`src/rtl/lcd_char_if.sv`:
```
// Character-cell link between the status display formatter and the LCD driver.
// The driver (master) presents a (line, column) address and a frame marker; the
// formatter (slave) answers combinationally with the character byte and can
// request that refresh pauses at the next frame boundary.
interface lcd_char_if;
  logic [7:0] char_data;
  logic       hold;
  logic       char_line;
  logic [3:0] char_col;
  logic       frame_start;

  modport master (
    output char_line,
    output char_col,
    output frame_start,
    input  char_data,
    input  hold
  );

  modport slave (
    input  char_line,
    input  char_col,
    input  frame_start,
    output char_data,
    output hold
  );
endinterface

```
`src/rtl/lcd_char_driver.sv`:
```
// HD44780-compatible 16x2 LCD driver in 8-bit mode. After the power-on wait it
// runs the four-command init sequence, then refreshes the panel forever: one
// address command per line followed by sixteen character writes, each byte
// fetched from the formatter through the character-cell interface.
module lcd_char_driver #(
  parameter int T_PWR   = 750000,
  parameter int T_SETUP = 4,
  parameter int T_PULSE = 16,
  parameter int T_CMD   = 2000,
  parameter int T_CLEAR = 82000
) (
  input  logic        clk,
  input  logic        rst,
  lcd_char_if.master  cellIf,
  output logic        init_done_o,
  output logic [7:0]  lcd_data_o,
  output logic        lcd_rs_o,
  output logic        lcd_rw_o,
  output logic        lcd_en_o,
  output logic        lcd_on_o
);

  typedef enum logic [2:0] {PWR_WAIT, INIT, IDLE, ADDR, FETCH, XFER} state_t;
  typedef enum logic [1:0] {PH_SETUP, PH_PULSE, PH_WAIT} phase_t;

  // Every wait loads (T-1) and counts down to zero.
  localparam logic [19:0] PWR_LOAD   = 20'(T_PWR - 1);
  localparam logic [19:0] SETUP_LOAD = 20'(T_SETUP - 1);
  localparam logic [19:0] PULSE_LOAD = 20'(T_PULSE - 1);
  localparam logic [19:0] CMD_LOAD   = 20'(T_CMD - 1);
  localparam logic [19:0] CLEAR_LOAD = 20'(T_CLEAR - 1);

  state_t      state_q;
  phase_t      phase_q;
  logic [19:0] cnt_q;
  logic [1:0]  initIdx_q;
  logic [7:0]  lcdData_q;
  logic        lcdRs_q;
  logic        lcdEn_q;
  logic        initDone_q;
  logic        frameStart_q;
  logic        charLine_q;
  logic [3:0]  charCol_q;

  logic [19:0] waitLoad_d;
  logic        cntZero_d;
  logic [1:0]  initIdxNext_d;
  logic [3:0]  charColNext_d;

  function automatic logic [7:0] initCmd(input logic [1:0] idx);
    case (idx)
      2'd0:    return 8'h38;
      2'd1:    return 8'h0C;
      2'd2:    return 8'h01;
      default: return 8'h06;
    endcase
  endfunction

  // Post-pulse wait length: only the clear command (third init step) needs the long wait.
  always_comb begin
    waitLoad_d    = CMD_LOAD;
    if (state_q == INIT && initIdx_q == 2'd2) waitLoad_d = CLEAR_LOAD;
    cntZero_d     = (cnt_q == 20'd0);
    initIdxNext_d = initIdx_q + 2'd1;
    charColNext_d = charCol_q + 4'd1;
  end

  // Main sequencer: power-on wait, init commands, frame refresh with per-byte setup/pulse/wait.
  // IDLE is entered with frame_start already armed when hold is low, so an uninterrupted
  // refresh spends exactly one cycle in IDLE with frame_start high during that cycle.
  always_ff @(posedge clk or negedge rst) begin
    if (!rst) begin
      state_q      <= PWR_WAIT;
      phase_q      <= PH_SETUP;
      cnt_q        <= PWR_LOAD;
      initIdx_q    <= 2'd0;
      lcdData_q    <= 8'h00;
      lcdRs_q      <= 1'b0;
      lcdEn_q      <= 1'b0;
      initDone_q   <= 1'b0;
      frameStart_q <= 1'b0;
      charLine_q   <= 1'b0;
      charCol_q    <= 4'd0;
    end else begin
      frameStart_q <= 1'b0;
      case (state_q)
        PWR_WAIT: begin
          if (cntZero_d) begin
            lcdData_q <= initCmd(2'd0);
            lcdRs_q   <= 1'b0;
            initIdx_q <= 2'd0;
            cnt_q     <= SETUP_LOAD;
            phase_q   <= PH_SETUP;
            state_q   <= INIT;
          end else begin
            cnt_q <= cnt_q - 20'd1;
          end
        end

        IDLE: begin
          if (frameStart_q) begin
            lcdData_q  <= 8'h80;
            lcdRs_q    <= 1'b0;
            charLine_q <= 1'b0;
            charCol_q  <= 4'd0;
            cnt_q      <= SETUP_LOAD;
            phase_q    <= PH_SETUP;
            state_q    <= ADDR;
          end else if (!cellIf.hold) begin
            frameStart_q <= 1'b1;
          end
        end

        FETCH: begin
          lcdData_q <= cellIf.char_data;
          lcdRs_q   <= 1'b1;
          cnt_q     <= SETUP_LOAD;
          phase_q   <= PH_SETUP;
          state_q   <= XFER;
        end

        INIT, ADDR, XFER: begin
          if (!cntZero_d) begin
            cnt_q <= cnt_q - 20'd1;
          end else begin
            case (phase_q)
              PH_SETUP: begin
                lcdEn_q <= 1'b1;
                cnt_q   <= PULSE_LOAD;
                phase_q <= PH_PULSE;
              end
              PH_PULSE: begin
                lcdEn_q <= 1'b0;
                cnt_q   <= waitLoad_d;
                phase_q <= PH_WAIT;
              end
              PH_WAIT: begin
                case (state_q)
                  INIT: begin
                    if (initIdx_q == 2'd3) begin
                      initDone_q   <= 1'b1;
                      frameStart_q <= !cellIf.hold;
                      state_q      <= IDLE;
                    end else begin
                      initIdx_q <= initIdxNext_d;
                      lcdData_q <= initCmd(initIdxNext_d);
                      lcdRs_q   <= 1'b0;
                      cnt_q     <= SETUP_LOAD;
                      phase_q   <= PH_SETUP;
                    end
                  end
                  ADDR: begin
                    state_q <= FETCH;
                  end
                  default: begin
                    if (charCol_q != 4'd15) begin
                      charCol_q <= charColNext_d;
                      state_q   <= FETCH;
                    end else if (!charLine_q) begin
                      charCol_q  <= 4'd0;
                      charLine_q <= 1'b1;
                      lcdData_q  <= 8'hC0;
                      lcdRs_q    <= 1'b0;
                      cnt_q      <= SETUP_LOAD;
                      phase_q    <= PH_SETUP;
                      state_q    <= ADDR;
                    end else begin
                      charCol_q    <= 4'd0;
                      charLine_q   <= 1'b0;
                      frameStart_q <= !cellIf.hold;
                      state_q      <= IDLE;
                    end
                  end
                endcase
              end
              default: begin
                phase_q <= PH_SETUP;
              end
            endcase
          end
        end

        default: begin
          state_q <= PWR_WAIT;
          cnt_q   <= PWR_LOAD;
        end
      endcase
    end
  end

  assign cellIf.char_line   = charLine_q;
  assign cellIf.char_col    = charCol_q;
  assign cellIf.frame_start = frameStart_q;
  assign init_done_o        = initDone_q;
  assign lcd_data_o         = lcdData_q;
  assign lcd_rs_o           = lcdRs_q;
  assign lcd_en_o           = lcdEn_q;
  assign lcd_rw_o           = 1'b0;
  assign lcd_on_o           = 1'b1;

endmodule
```
`src/flat_wrapper.sv`:
```
// flat-port wrapper written by rule: the top's interface ports become plain ports
module lcd_char_driver_flat 
#(
  parameter int T_PWR   = 750000,
  parameter int T_SETUP = 4,
  parameter int T_PULSE = 16,
  parameter int T_CMD   = 2000,
  parameter int T_CLEAR = 82000
)
  (clk, rst, init_done_o, lcd_data_o, lcd_rs_o, lcd_rw_o, lcd_en_o, lcd_on_o, cellIf_char_line, cellIf_char_col, cellIf_frame_start, cellIf_char_data, cellIf_hold);
  lcd_char_if cellIf_i ();
  input  logic clk;
  input  logic rst;
  output logic init_done_o;
  output logic [7:0] lcd_data_o;
  output logic lcd_rs_o;
  output logic lcd_rw_o;
  output logic lcd_en_o;
  output logic lcd_on_o;
  output wire logic [$bits(cellIf_i.char_line)-1:0] cellIf_char_line;
  output wire logic [$bits(cellIf_i.char_col)-1:0] cellIf_char_col;
  output wire logic [$bits(cellIf_i.frame_start)-1:0] cellIf_frame_start;
  input wire logic [$bits(cellIf_i.char_data)-1:0] cellIf_char_data;
  input wire logic [$bits(cellIf_i.hold)-1:0] cellIf_hold;
  assign cellIf_char_line = cellIf_i.char_line;
  assign cellIf_char_col = cellIf_i.char_col;
  assign cellIf_frame_start = cellIf_i.frame_start;
  assign cellIf_i.char_data = cellIf_char_data;
  assign cellIf_i.hold = cellIf_hold;
  lcd_char_driver #(.T_PWR(T_PWR), .T_SETUP(T_SETUP), .T_PULSE(T_PULSE), .T_CMD(T_CMD), .T_CLEAR(T_CLEAR)) u_core (.clk(clk), .rst(rst), .cellIf(cellIf_i), .init_done_o(init_done_o), .lcd_data_o(lcd_data_o), .lcd_rs_o(lcd_rs_o), .lcd_rw_o(lcd_rw_o), .lcd_en_o(lcd_en_o), .lcd_on_o(lcd_on_o));
endmodule
```
`config.mk`:
```
export PLATFORM = sky130hd
export DESIGN_NAME = lcd_char_driver_flat
export DESIGN_NICKNAME = d
export VERILOG_FILES = /design/src/rtl/lcd_char_if.sv /design/src/rtl/lcd_char_driver.sv /design/src/flat_wrapper.sv
export SDC_FILE = /design/constraint.sdc
export NUM_CORES = 1
export LEC_CHECK = 0
export BUFFER_PORTS_ARGS = -buffer_cell sky130_fd_sc_hd__buf_4
export CAP_MARGIN = 20
export CELL_PAD_IN_SITES_DETAIL_PLACEMENT = 0
export CELL_PAD_IN_SITES_GLOBAL_PLACEMENT = 2
export CORE_UTILIZATION = 37
export DETAILED_ROUTE_END_ITERATION = 6
export PLACE_DENSITY = 0.91
export SETUP_SLACK_MARGIN = 0.02
export SLEW_MARGIN = 20
export SYNTH_ARGS = -nofsm -noshare
export SYNTH_HDL_FRONTEND = slang
export SYNTH_SLANG_ARGS = --single-unit
```
`constraint.sdc`:
```
create_clock -name clk -period 2.77 [get_ports clk]
set_input_delay 0 -clock clk [delete_from_list [all_inputs] [get_ports clk]]
set_output_delay 0 -clock clk [all_outputs]
set_load 0.02 [all_outputs]
```
# ---- Word-level counts from Yosys, hierarchy flattened
# Index checks and enable logic that the tools add are counted.
dict set report totals {
  ff_bits 44
  input_bits 11
  out_inout_bits 19
  elab_cells 143
}
dict set report classes {
  n_addsub 3
  n_eq_ne 34
  n_mux 74
  n_reduce_logical 21
}
# op count
set op_table {}
lappend op_table {{two-way mux 20 bit} 6}
lappend op_table {{case mux 20 bit (4 select lines)} 1}
lappend op_table {{case mux 20 bit (3 select lines)} 1}
lappend op_table {{two-way mux 8 bit} 7}
lappend op_table {{case mux 20 bit (2 select lines)} 1}
lappend op_table {{case mux 8 bit (4 select lines)} 1}
lappend op_table {{zero test 20 bit} 1}
lappend op_table {{two-way mux 1 bit} 20}
lappend op_table {{two-way mux 2 bit} 10}
lappend op_table {{two-way mux 4 bit} 5}
lappend op_table {{!= test 5 bit, second input constant} 4}
lappend op_table {{subtractor 20 x 1 -> 20 bit, second input constant} 1}
lappend op_table {{two-way mux 3 bit} 6}
lappend op_table {{case mux 6 bit (3 select lines)} 1}
lappend op_table {{AND reduction 6 bit} 3}
lappend op_table {{two-way mux 17 bit} 1}
lappend op_table {{!= test 4 bit, second input constant} 4}
lappend op_table {{case mux 8 bit (2 select lines)} 1}
lappend op_table {{AND reduction 5 bit} 3}
lappend op_table {{!= test 3 bit, second input constant} 4}
lappend op_table {{case mux 3 bit (4 select lines)} 1}
lappend op_table {{!= test 2 x 1 -> 1 bit, second input constant} 5}
lappend op_table {{case mux 1 bit (2 select lines)} 5}
lappend op_table {{AND reduction 9 bit} 1}
lappend op_table {{other kinds (26)} 39}

# ---- Depth between registers and ports, before layout
# Gate-level depths: netlist of run 1.
dict set report logic_depth {
  depth_word 8
  depth_mapped 9
  mapped_depth_nobuf 7
}

# ---- Worst setup path after synthesis of run 1
# No wires, ideal clock.
dict set report synth_path {
  path_kind {reg2reg}
  from {reg u_core.cnt_q[6]}
  to {reg u_core.lcdData_q[3] (netlist: u_core.lcd_data_o[3])}
  setup_ns 0.125
  arrival_ns 2.261
  required_time_ns 2.645
  path_slack_ns 0.385
  path_stages_with_launch 8
  n_path_buf 2
  period_less_slack_ns 2.385
  path_cell_list {dfrtp_1 or4_1 buf_2 nor4_4 buf_6 a31o_4 nor3b_4 mux2_2}
}
dict set report synth_via {
  elab_chain_len 3
  elab_cells_between_ends 4
  cone_classes {eq/ne (2); reduce/logical (2)}
}
# item line_no
set synth_lines {}
lappend synth_lines {{start, declared} lcd_char_driver.sv:35} ;# logic [19:0] cnt_q;
lappend synth_lines {{start signal, assigned} lcd_char_driver.sv:96} ;# cnt_q <= cnt_q - 20'd1;
lappend synth_lines {{start signal, assigned} lcd_char_driver.sv:124} ;# cnt_q <= cnt_q - 20'd1;
lappend synth_lines {{start signal, assigned} lcd_char_driver.sv:134} ;# cnt_q <= waitLoad_d;
lappend synth_lines {{zero test 20 bit (*)} lcd_char_driver.sv:63} ;# cntZero_d = (cnt_q == 20'd0);
lappend synth_lines {{!= test 2 x 1 -> 1 bit (no source line)} -}
lappend synth_lines {{AND reduction 9 bit (no source line) (*)} -}
lappend synth_lines {{end signal, assigned} lcd_char_driver.sv:89} ;# lcdData_q <= initCmd(2'd0);
lappend synth_lines {{end signal, assigned} lcd_char_driver.sv:115} ;# lcdData_q <= cellIf.char_data;
lappend synth_lines {{end signal, assigned} lcd_char_driver.sv:146} ;# lcdData_q <= initCmd(initIdxNext_d);
lappend synth_lines {{end, declared} lcd_char_driver.sv:37} ;# logic [7:0] lcdData_q;
# Mark *: on every way between the ends. The rest lies on a longest branch, timed or not.
# A chain may end at the register's enable or synchronous reset.

# ---- Worst setup path after layout of run 1
dict set report layout_path {
  from {reg u_core.cnt_q[6]}
  to {reg u_core.frameStart_q (netlist: u_core.cellIf.frame_start)}
}
dict set report layout_via {
  elab_chain_len 3
}
# item line_no
set layout_lines {}
lappend layout_lines {{zero test 20 bit} lcd_char_driver.sv:63}
lappend layout_lines {{two-way mux 1 bit} lcd_char_driver.sv:123} ;# if (!cntZero_d) begin
lappend layout_lines {{case mux 1 bit (2 select lines)} lcd_char_driver.sv:86} ;# case (state_q)
lappend layout_lines {{end signal, assigned} lcd_char_driver.sv:142} ;# frameStart_q <= !cellIf.hold;
lappend layout_lines {{end signal, assigned} lcd_char_driver.sv:170} ;# frameStart_q <= !cellIf.hold;
lappend layout_lines {{end, declared} lcd_char_driver.sv:41} ;# logic frameStart_q;
# No other way between the ends.

==> results of run 1 <==
==> state kept, by name (all words and copies together), names as in the netlist <==
register,flops
u_core.initIdx_q,2
u_core.lcd_en_o,1
u_core.cellIf.char_line,1
u_core.lcd_data_o,8
u_core.cellIf.char_col,4
u_core.cellIf.frame_start,1
u_core.init_done_o,1
u_core.lcd_rs_o,1
u_core.cnt_q,20
u_core.state_q,3
u_core.phase_q,2
==> layer usage <==
metal | part of all wire, % | wire length, µm | global-route usage [%] | up-vias
met5 | 0 | 0 | 0 | -
met4 | 0.33 | 25 | 3.23 | 0
met3 | 3.8 | 287 | 2.61 | 2
met2 | 50 | 3770 | 33.1 | 56
met1 | 45 | 3400 | 24.6 | 1281
li1 | - | - | - | 1254
==> Yosys cell counts (8+ instances only) <==
cell type  number  area share (%)
ha_1            8             3.5
nand3_1        10             1.7
a21oi_1        14             2.4
nor3_1         17             2.9
mux2_2          8             3.1
inv_1          10             1.3
clkbuf_1       11             1.4
dfrtp_1        31              27
nor2_1         19             2.5
o21ai_0        16             2.8
nand2_1        25             3.2
nand2b_1        9             1.9
dfstp_2        13              12
a31oi_1         9             1.9
==> cells by family (layout without fill, tap and decap cells) <==
| kind of cell | Yosys count | in the layout |
|---|---|---|
| buffers and inverters | 29 | 62 |
| xor gates and xnor gates | 3 | 3 |
| AOI/OAI and AO/OA | 92 | 92 |
| other | 2 | 2 |
| and+or+nand+nor | 127 | 127 |
| adders and majority gates | 9 | 9 |
| muxes | 10 | 10 |
| DFF | 44 | 44 |
==> timing repair <==
item / 4_1_cts / 5_1_grt
hold endpoints to repair: 35 / 0
hold buffers: 5 / 0
endpoints found under the setup margin: 0 / 0
==> per-stage QoR <==
| stage | instances | power [mW] | setup WS [ns] | utilization [%] | instance area [µm²] |
|---|---|---|---|---|---|
| finish | 448 | 1.17 | 0.171 | 45.6 | 3380 |
| global route | 448 | 1.21 | 0.0542 | 45.6 | 3380 |
| CTS | 448 | 1.19 | 0.185 | 45.6 | 3380 |
| detailed placement | 435 | 0.681 | 0.213 | 43.5 | 3220 |
| global placement | 435 | 0.682 | 0.235 | 43.5 | 3220 |
| floorplan | 316 | 0.659 | 0.385 | - | 2890 |
==> path summary, 6_finish.rpt <==
check	start	end	slack, ns	cells after the start
min	cellIf_char_data[5]	u_core.lcd_data_o[5]	0.02	4
min in group asynchronous	rst	u_core.cnt_q[9]	0.23	2
max in group asynchronous	rst	u_core.cnt_q[14]	2.14	2
max	u_core.cnt_q[6]	u_core.cellIf.frame_start	0.17	6
max reg2reg	u_core.cnt_q[6]	u_core.cellIf.frame_start	0.17	6
min reg2reg	u_core.init_done_o	u_core.init_done_o	0.48	1
==> worst max-delay path, cell delays in order (launching register included) <==
cell and delay, ns:
dfrtp_1 0.44, or4_1 0.59, nor4_4 0.41, buf_4 0.24, nand2_4 0.12, or4_4 0.50
a211oi_2 0.21
==> power by group through the flow <==
| stage | clock (mW) | combinational, mW | sequential, mW |
|---|---|---|---|
| finish | 0.494 | 0.0311 | 0.643 |
| floorplan | 0 | 0.00462 | 0.655 |
| CTS | 0.512 | 0.0323 | 0.643 |
| detailed placement | 0 | 0.0268 | 0.655 |
| global route | 0.533 | 0.0355 | 0.643 |
| global placement | 0 | 0.0270 | 0.655 |
==> area by class of cell <==
type / instances / area [µm²] / share of cell area [%]
Multi-Input combinational cell: 243 / 1650 / 48.8
Sequential cell: 44 / 1120 / 33.1
Timing Repair Buffer: 44 / 343 / 10.2
Tap cell: 99 / 124 / 3.67
Clock buffer: 6 / 72.6 / 2.15
Inverter: 10 / 37.5 / 1.11
Clock inverter: 2 / 35.0 / 1.04
==> flow_summary.yaml, run 1 <==
layout:
  syn2layout_area_growth_pct: 16.7
  diodes: 0
  nNetsFinal: 367
  layout_commonest_cell: "buf_4"
  final_cell_mix: "buf_4, dfrtp_1, nand2_1"
  drive_gt1_share_pct: 23.2
  num-fill-cells: 721
cts:
  postCtsResizedCells: 0
  cts-root-buf: "clkbuf_8"
  ctsHtreeMaxLevel: 2
  clockBufferDepth: 2
  postCtsSetupBuffers: 0
  cts_sinks: 44
  cts_buffers: 5
  cts_tree: "done"
  path_clk_slew_ns: 0.09
  clk_latency_ns: 0.29
synthesis:
  synth_seq_cells: 44
  synth_edf_count: 0
  ys_warn_count: 0
  netlist_area_um2: 2890
  synth_compound_area_share_pct: 23.8
  synth_area_per_cell_um2: 9.15
  yosysSeqAreaShare_pct: 38.6
  synthesis.nets: 335
  yosys.area_share.adder_pct: 3.81
  synth_top_family_by_area: "simple AND/OR/NAND/NOR gates"
  synth.area.mux_share_pct: 3.81
  yosysUniqueCellTypes: 68
  ys.flop_type: "dfrtp_1"
  async_flop_share_pct: 100
  synthCells: 316
  yosys.area_share.simple_pct: 24.4
  synthXorXnorAreaFrac_pct: 0.908
critical_path:
  end_kind: "flip-flop"
  cp-start-kind: "flip-flop"
  critPathKind: "flip-flop to flip-flop"
  crit_arrival_ns: 2.81
  crit_fanout: 13
  critPathRequiredTime_ns: 2.99
global_routing:
  antenna_found_initial: 0
  grt_pass1_wl_mm: 12.4
  first_global_vias: 2502
  grt_max_degree: 45
  overflow: 0
  grtUsageTotal_pct: 18.8
sta:
  max_freq_mhz: 385
  period_minus_slack_ns: 2.60
  rsz0062_at_grt: "no"
  setup_violations: 0
  skew_ns: 0.00532
  timing.final.crit_share_pct: 93.8
  max_slew.worst_pin.slew_ns: 0.698
  fin_setup_tns_ns: 0
  hold_viol: 0
  drv_slew: 0
  hold_slack_ns: 0.0209
  max_slew_margin_pct: 53.5
floorplanning:
  die-height_um: 90.4
  start_util_pct: 39.0
  dieArea_um2: 8180
  io-pin-count: 30
  row_count: 31
  die_w_um: 90.4
  core_um2: 7410
outcome:
  status: "finished clean"
power_and_ir_drop:
  power_density_nw_per_um2: 346
  vdd.ir_drop.worst_uv: 198
  p_sw_share_pct: 20.8
  combinationalPowerShare_pct: 2.7
  seq_power_share_pct: 55.0
  leakage_nw: 1.53
  clkPwrFrac_pct: 42.3
  power.net_switching_mw: 0.243
  p_int_mw: 0.924
routing:
  drc: 0
  wirelength_mm: 7.48
  drt-vias-per-instance: 5.79
  dr.pass1.iters: 4
  vias: 2593
  wl_per_cell_um: 16.7
  drtAntennaViolNets: 0
  drtIter0Drc: 137
flow_run:
  drv.max_cap_violation_count: 0
place:
  dp_hpwl_mm: 5.47
  portBuffers: 27
  gp_congestion: 0.859
worst_hold_path:
  hold_path_class: "input pin to flip-flop"
Power figures use the tool's default switching activity.
==> inputs of run 2 (changes only) <==
==> constraint.sdc (replaced) <==
create_clock -name clk -period 2.77 [get_ports clk]
set_input_delay 0.1385 -clock clk [delete_from_list [all_inputs] [get_ports clk]]
set_output_delay 0.1385 -clock clk [all_outputs]
set_load 0.02 [all_outputs]
==> run 2 against run 1 <==
  * Critical path depth unchanged
  * Register-to-register slack about the same
  * Global-route usage decreased by 0.16 points
  * Sequential cell count unchanged
  * Worst hold slack improved by 0.052 ns
  * Largest power group unchanged
==> flow_summary.yaml, run 2 (same netlist as run 1, synthesis figures left out) <==
outcome:
  status: "finished clean"
power_and_ir_drop:
  p_total_mw: 1.16
  power_density_nw_per_um2: 348
  vdd.ir_drop.worst_uv: 198
  p_int_mw: 0.922
  p_sw_share_pct: 20.8
  seq_power_share_pct: 55.2
  combinationalPowerShare_pct: 2.4
  clkPwrFrac_pct: 42.4
  power.net_switching_mw: 0.242
  leakage_nw: 1.51
routing:
  wirelength_mm: 7.44
  dr.pass1.iters: 4
  met1_length_mm: 3.28
  route.met3.wl_um: 398
  wl_met2_mm: 3.72
  wl_per_cell_um: 16.7
  drt-vias-per-instance: 5.80
  drc: 0
  vias: 2581
  top_layer: "met4"
  drtIter0Drc: 115
  drtAntennaViolNets: 0
layout:
  layout_commonest_cell: "buf_4"
  ff_latch_area_um2: 1120
  diodes: 0
  final_cell_mix: "buf_4, dfrtp_1, nand2_1"
  multiInputGateArea_um2: 1650
  nNetsFinal: 364
  syn2layout_area_growth_pct: 15.7
  layout.cells.non_filler: 445
  design_area_um2: 3350
  top_register: "u_core.cnt_q"
  largest_reg_flops: 20
  num-fill-cells: 725
  drive_gt1_share_pct: 23.4
  fin_util_pct: 45.2
critical_path:
  crit_arrival_ns: 2.82
  crit_end: "u_core.cellIf.frame_start"
  cp-startpoint: "u_core.cnt_q[6]"
  critPathKind: "flip-flop to flip-flop"
  worst-r2r-setup-slack_ns: 0.17
  end_kind: "flip-flop"
  reg2reg_depth: 6
  cp-start-kind: "flip-flop"
  critPathRequiredTime_ns: 2.98
  crit_fanout: 13
  worst_r2r_endpoint: "u_core.cellIf.frame_start"
  r2r_start: "u_core.cnt_q[6]"
cts:
  clockBufferDepth: 2
  cts_sinks: 44
  postCtsSetupBuffers: 0
  cts-root-buf: "clkbuf_8"
  cts_buffers: 5
  path_clk_slew_ns: 0.09
  clk_latency_ns: 0.29
  cts_tree: "done"
  ctsHtreeMaxLevel: 2
place:
  dp_hpwl_mm: 5.47
  placed_cells: 435
  gp_congestion: 0.859
  portBuffers: 27
  placed_area_um2: 3220
  dp_slack_ns: 0.213
floorplanning:
  die_w_um: 90.4
  row_count: 31
  dieArea_um2: 8180
  die-height_um: 90.4
  core_um2: 7410
  io-pin-count: 30
  start_util_pct: 39.0
global_routing:
  antenna_found_initial: 0
  grtUsageTotal_pct: 18.6
  first_global_vias: 2481
  grt_pass1_wl_mm: 12.3
  grt_max_degree: 45
  overflow: 0
sta:
  timing.final.crit_share_pct: 94.0
  max_slew.worst_pin.slew_ns: 0.672
  skew_ns: 0.00530
  drv_slew: 0
  fin_setup_tns_ns: 0
  max_slew_margin_pct: 54.9
  setup_violations: 0
  finalWorstSetupSlack_ns: 0.165
  period_minus_slack_ns: 2.60
  hold_slack_ns: 0.0732
  max_freq_mhz: 384
  hold_viol: 0
  rsz0062_at_grt: "no"
worst_hold_path:
  hold_path_class: "input pin to flip-flop"
flow_run:
  drv.max_cap_violation_count: 0
[run 2: changes by cell type in the layout (fill, tap and decap cells not counted), sizes merged]
cell         delta
dlygate4sd3     -3
[run 2: per-layer routing]
layer	GRT usage, %	vias to the layer above
li1	-	1250
met3	2.61	4
met1	24.5	1257
met5	0	-
met2	32.7	70
met4	3.23	0
[run 2: how the worst min path moves through the flow]
stage	start	to	cells after the start
6_report	cellIf_char_data[0]	u_core.lcd_data_o[0]	2
5_1_grt	cellIf_char_data[1]	u_core.lcd_data_o[1]	2
4_1_cts	cellIf_char_data[0]	u_core.lcd_data_o[0]	2
3_5_place_dp	rst	u_core.cnt_q[9]	1
3_3_place_gp	rst	u_core.cnt_q[10]	1
2_1_floorplan	rst	u_core.cellIf.char_col[0]	0
[run 2: power groups by stage]
| stage | Clock [mW] | Combinational, mW | Sequential (mW) |
|---|---|---|---|
| 4_1_cts | 0.512 | 0.0289 | 0.643 |
| 2_1_floorplan | 0 | 0.00462 | 0.655 |
| 3_3_place_gp | 0 | 0.0270 | 0.655 |
| 6_report | 0.494 | 0.0276 | 0.643 |
| 3_5_place_dp | 0 | 0.0268 | 0.655 |
| 5_1_grt | 0.533 | 0.0317 | 0.643 |
[run 2: worst max-delay path, stage by stage (launching register included)]
cell	delay, ns
dfrtp_1	0.44
or4_1	0.59
nor4_4	0.41
buf_4	0.24
nand2_4	0.12
or4_4	0.50
a211oi_2	0.21
[run 2: final cells by class]
class | instances | share of cell area, %
Inverter | 10 | 1.12
Timing Repair Buffer | 41 | 9.35
Multi-Input combinational cell | 243 | 49.2
Sequential cell | 44 | 33.4
Tap cell | 99 | 3.70
Clock buffer | 6 | 2.17
Clock inverter | 2 | 1.05
[run 2: timing repair]
action / in CTS / in global routing
setup endpoints to repair: 0 / 0
hold buffers: 2 / 0
endpoints found under the hold margin: 32 / 0
gates resized for setup: 0 / 0
==> inputs of run 3 (changes only) <==
--- a/config.mk
+++ b/config.mk
@@ -9,6 +9,7 @@
 export CAP_MARGIN = 20
 export CELL_PAD_IN_SITES_DETAIL_PLACEMENT = 0
 export CELL_PAD_IN_SITES_GLOBAL_PLACEMENT = 2
+export CORE_ASPECT_RATIO = 2
 export CORE_UTILIZATION = 37
 export DETAILED_ROUTE_END_ITERATION = 6
 export PLACE_DENSITY = 0.91
==> run 3 against run 2 <==
  * Utilization decreased by 0.14 points
  * Worst hold slack better by 0.0032 ns
  * Maximum frequency rose by 2.8%
  * Count of clock-buffer cells in the layout is 1 lower
  * Clock skew is 0.0019 ns higher
  * Clock power increased by 39%
  * Via count is 2.4% higher
  * Sequential share of layout area decreased by 0.74 points
  * Non-clock buffer count increased by 3
  * Sequential cell count is the same
  * Final cell count shrank 0.45%
  * Largest cell class unchanged
  * Highest routed layer unchanged
==> flow_summary.yaml, run 3 (same netlist as run 1, synthesis figures left out) <==
sta:
  drv_slew: 0
  max_slew_margin_pct: 41.1
  rsz0062_at_grt: "no"
  hold_viol: 0
  skew_ns: 0.00725
  max_freq_mhz: 395
  setup_violations: 0
  max_slew.worst_pin.slew_ns: 0.884
  period_minus_slack_ns: 2.53
  timing.final.crit_share_pct: 91.4
  fin_setup_tns_ns: 0
critical_path:
  critPathRequiredTime_ns: 2.98
  crit_arrival_ns: 2.74
  end_kind: "flip-flop"
  crit_fanout: 13
  slowest_stage: "or4_1"
  max_stage_delay_ns: 0.59
  cp_top_family: "simple AND/OR/NAND/NOR gates"
  cp-start-kind: "flip-flop"
  cp.buffers_inverters: 1
  critPathKind: "flip-flop to flip-flop"
  path_cells: "or4_1 > nor4_4 > buf_4 > nand2_4 > or4_4 > a211oi_2"
power_and_ir_drop:
  power_density_nw_per_um2: 398
  vdd.ir_drop.worst_uv: 302
  leakage_nw: 1.55
  p_total_mw: 1.36
cts:
  path_clk_slew_ns: 0.07
  postCtsSetupBuffers: 0
  cts_buffers: 5
  cts_sinks: 44
  ctsHtreeMaxLevel: 2
  cts-root-buf: "clkbuf_16"
  clockBufferDepth: 2
  clk_latency_ns: 0.29
  cts_tree: "done"
global_routing:
  antenna_found_initial: 0
  overflow: 0
  grt_pass1_wl_mm: 13.7
  first_global_vias: 2742
  grtUsageTotal_pct: 22.1
  grt_max_degree: 45
routing:
  drt-vias-per-instance: 5.97
  drtAntennaViolNets: 0
  wirelength_mm: 8.48
  wl_per_cell_um: 19.2
  drtIter0Drc: 155
  vias: 2644
  dr.pass1.iters: 5
  drc: 0
floorplanning:
  io-pin-count: 30
  start_util_pct: 38.1
  row_count: 45
  dieArea_um2: 8200
  die-height_um: 127
  core_um2: 7600
  die_w_um: 64.5
layout:
  multiInputGateArea_um2: 1650
  nNetsFinal: 367
  syn2layout_area_growth_pct: 18.3
  diodes: 0
  top_register: "u_core.cnt_q"
  drive_gt1_share_pct: 24.4
  ff_latch_area_um2: 1120
  layout_commonest_cell: "buf_4"
  largest_reg_flops: 20
  num-fill-cells: 757
  final_cell_mix: "buf_4, dfrtp_1, nand2_1"
flow_run:
  drv.max_cap_violation_count: 0
place:
  dp_hpwl_mm: 6.37
  portBuffers: 27
  gp_congestion: 0.931
outcome:
  status: "finished clean"
worst_hold_path:
  hold_path_class: "input pin to flip-flop"
[run 3: repair_timing]
action | CTS | global route
hold endpoints to repair | 32 | 0
hold buffers | 2 | 0
resized for setup | 0 | 0
endpoints found under the setup margin | 0 | 0
[run 3: final cells by class]
cell class / instances / area share (%)
clock inverter: 3 / 1.24
timing repair buffer: 44 / 9.80
inverter: 10 / 1.10
multi-input combinational: 243 / 48.1
tap: 94 / 3.44
clock buffer: 5 / 3.65
sequential: 44 / 32.6
[run 3: routing by layer]
layer | vias up | part of all wire, % | wire, µm | global-route usage, %
met5 | - | 0 | 0 | 0
met4 | 0 | 5.5 | 466 | 15.0
met3 | 33 | 2.8 | 238 | 2.32
met2 | 68 | 55 | 4700 | 41.1
met1 | 1291 | 36 | 3080 | 22.1
li1 | 1252 | - | - | -
[run 3: final timing paths]
kind                                      from                   endpoint  slack, ns  cells past startpoint
hold reg to reg             u_core.init_done_o         u_core.init_done_o       0.49                      1
setup reg to reg               u_core.cnt_q[6]  u_core.cellIf.frame_start       0.24                      6
min in group asynchronous                  rst            u_core.lcd_en_o       0.40                      2
hold / removal             cellIf_char_data[1]       u_core.lcd_data_o[1]       0.08                      2
setup / recovery               u_core.cnt_q[6]  u_core.cellIf.frame_start       0.24                      6
max in group asynchronous                  rst       u_core.lcd_data_o[4]       1.95                      2
[run 3: where the power goes]
part | leakage, nW | internal, mW | switching, mW
Clock | 0.0798 | 0.424 | 0.265
Sequential | 0.526 | 0.643 | 0
Combinational | 0.948 | 0.0107 | 0.0178
[run 3: per-stage QoR]
stage          util (%)  area [µm²]  setup WS [ns]  std cells  hold slack, ns
2_1_floorplan         -        2890          0.385        316          -0.157
3_3_place_gp       42.6        3240          0.330        433           0.178
3_5_place_dp       42.6        3240          0.265        433           0.181
4_1_cts            45.0        3420          0.246        443          0.0717
5_1_grt            45.0        3420          0.106        443          0.0735
6_report           45.0        3420          0.237        443          0.0764
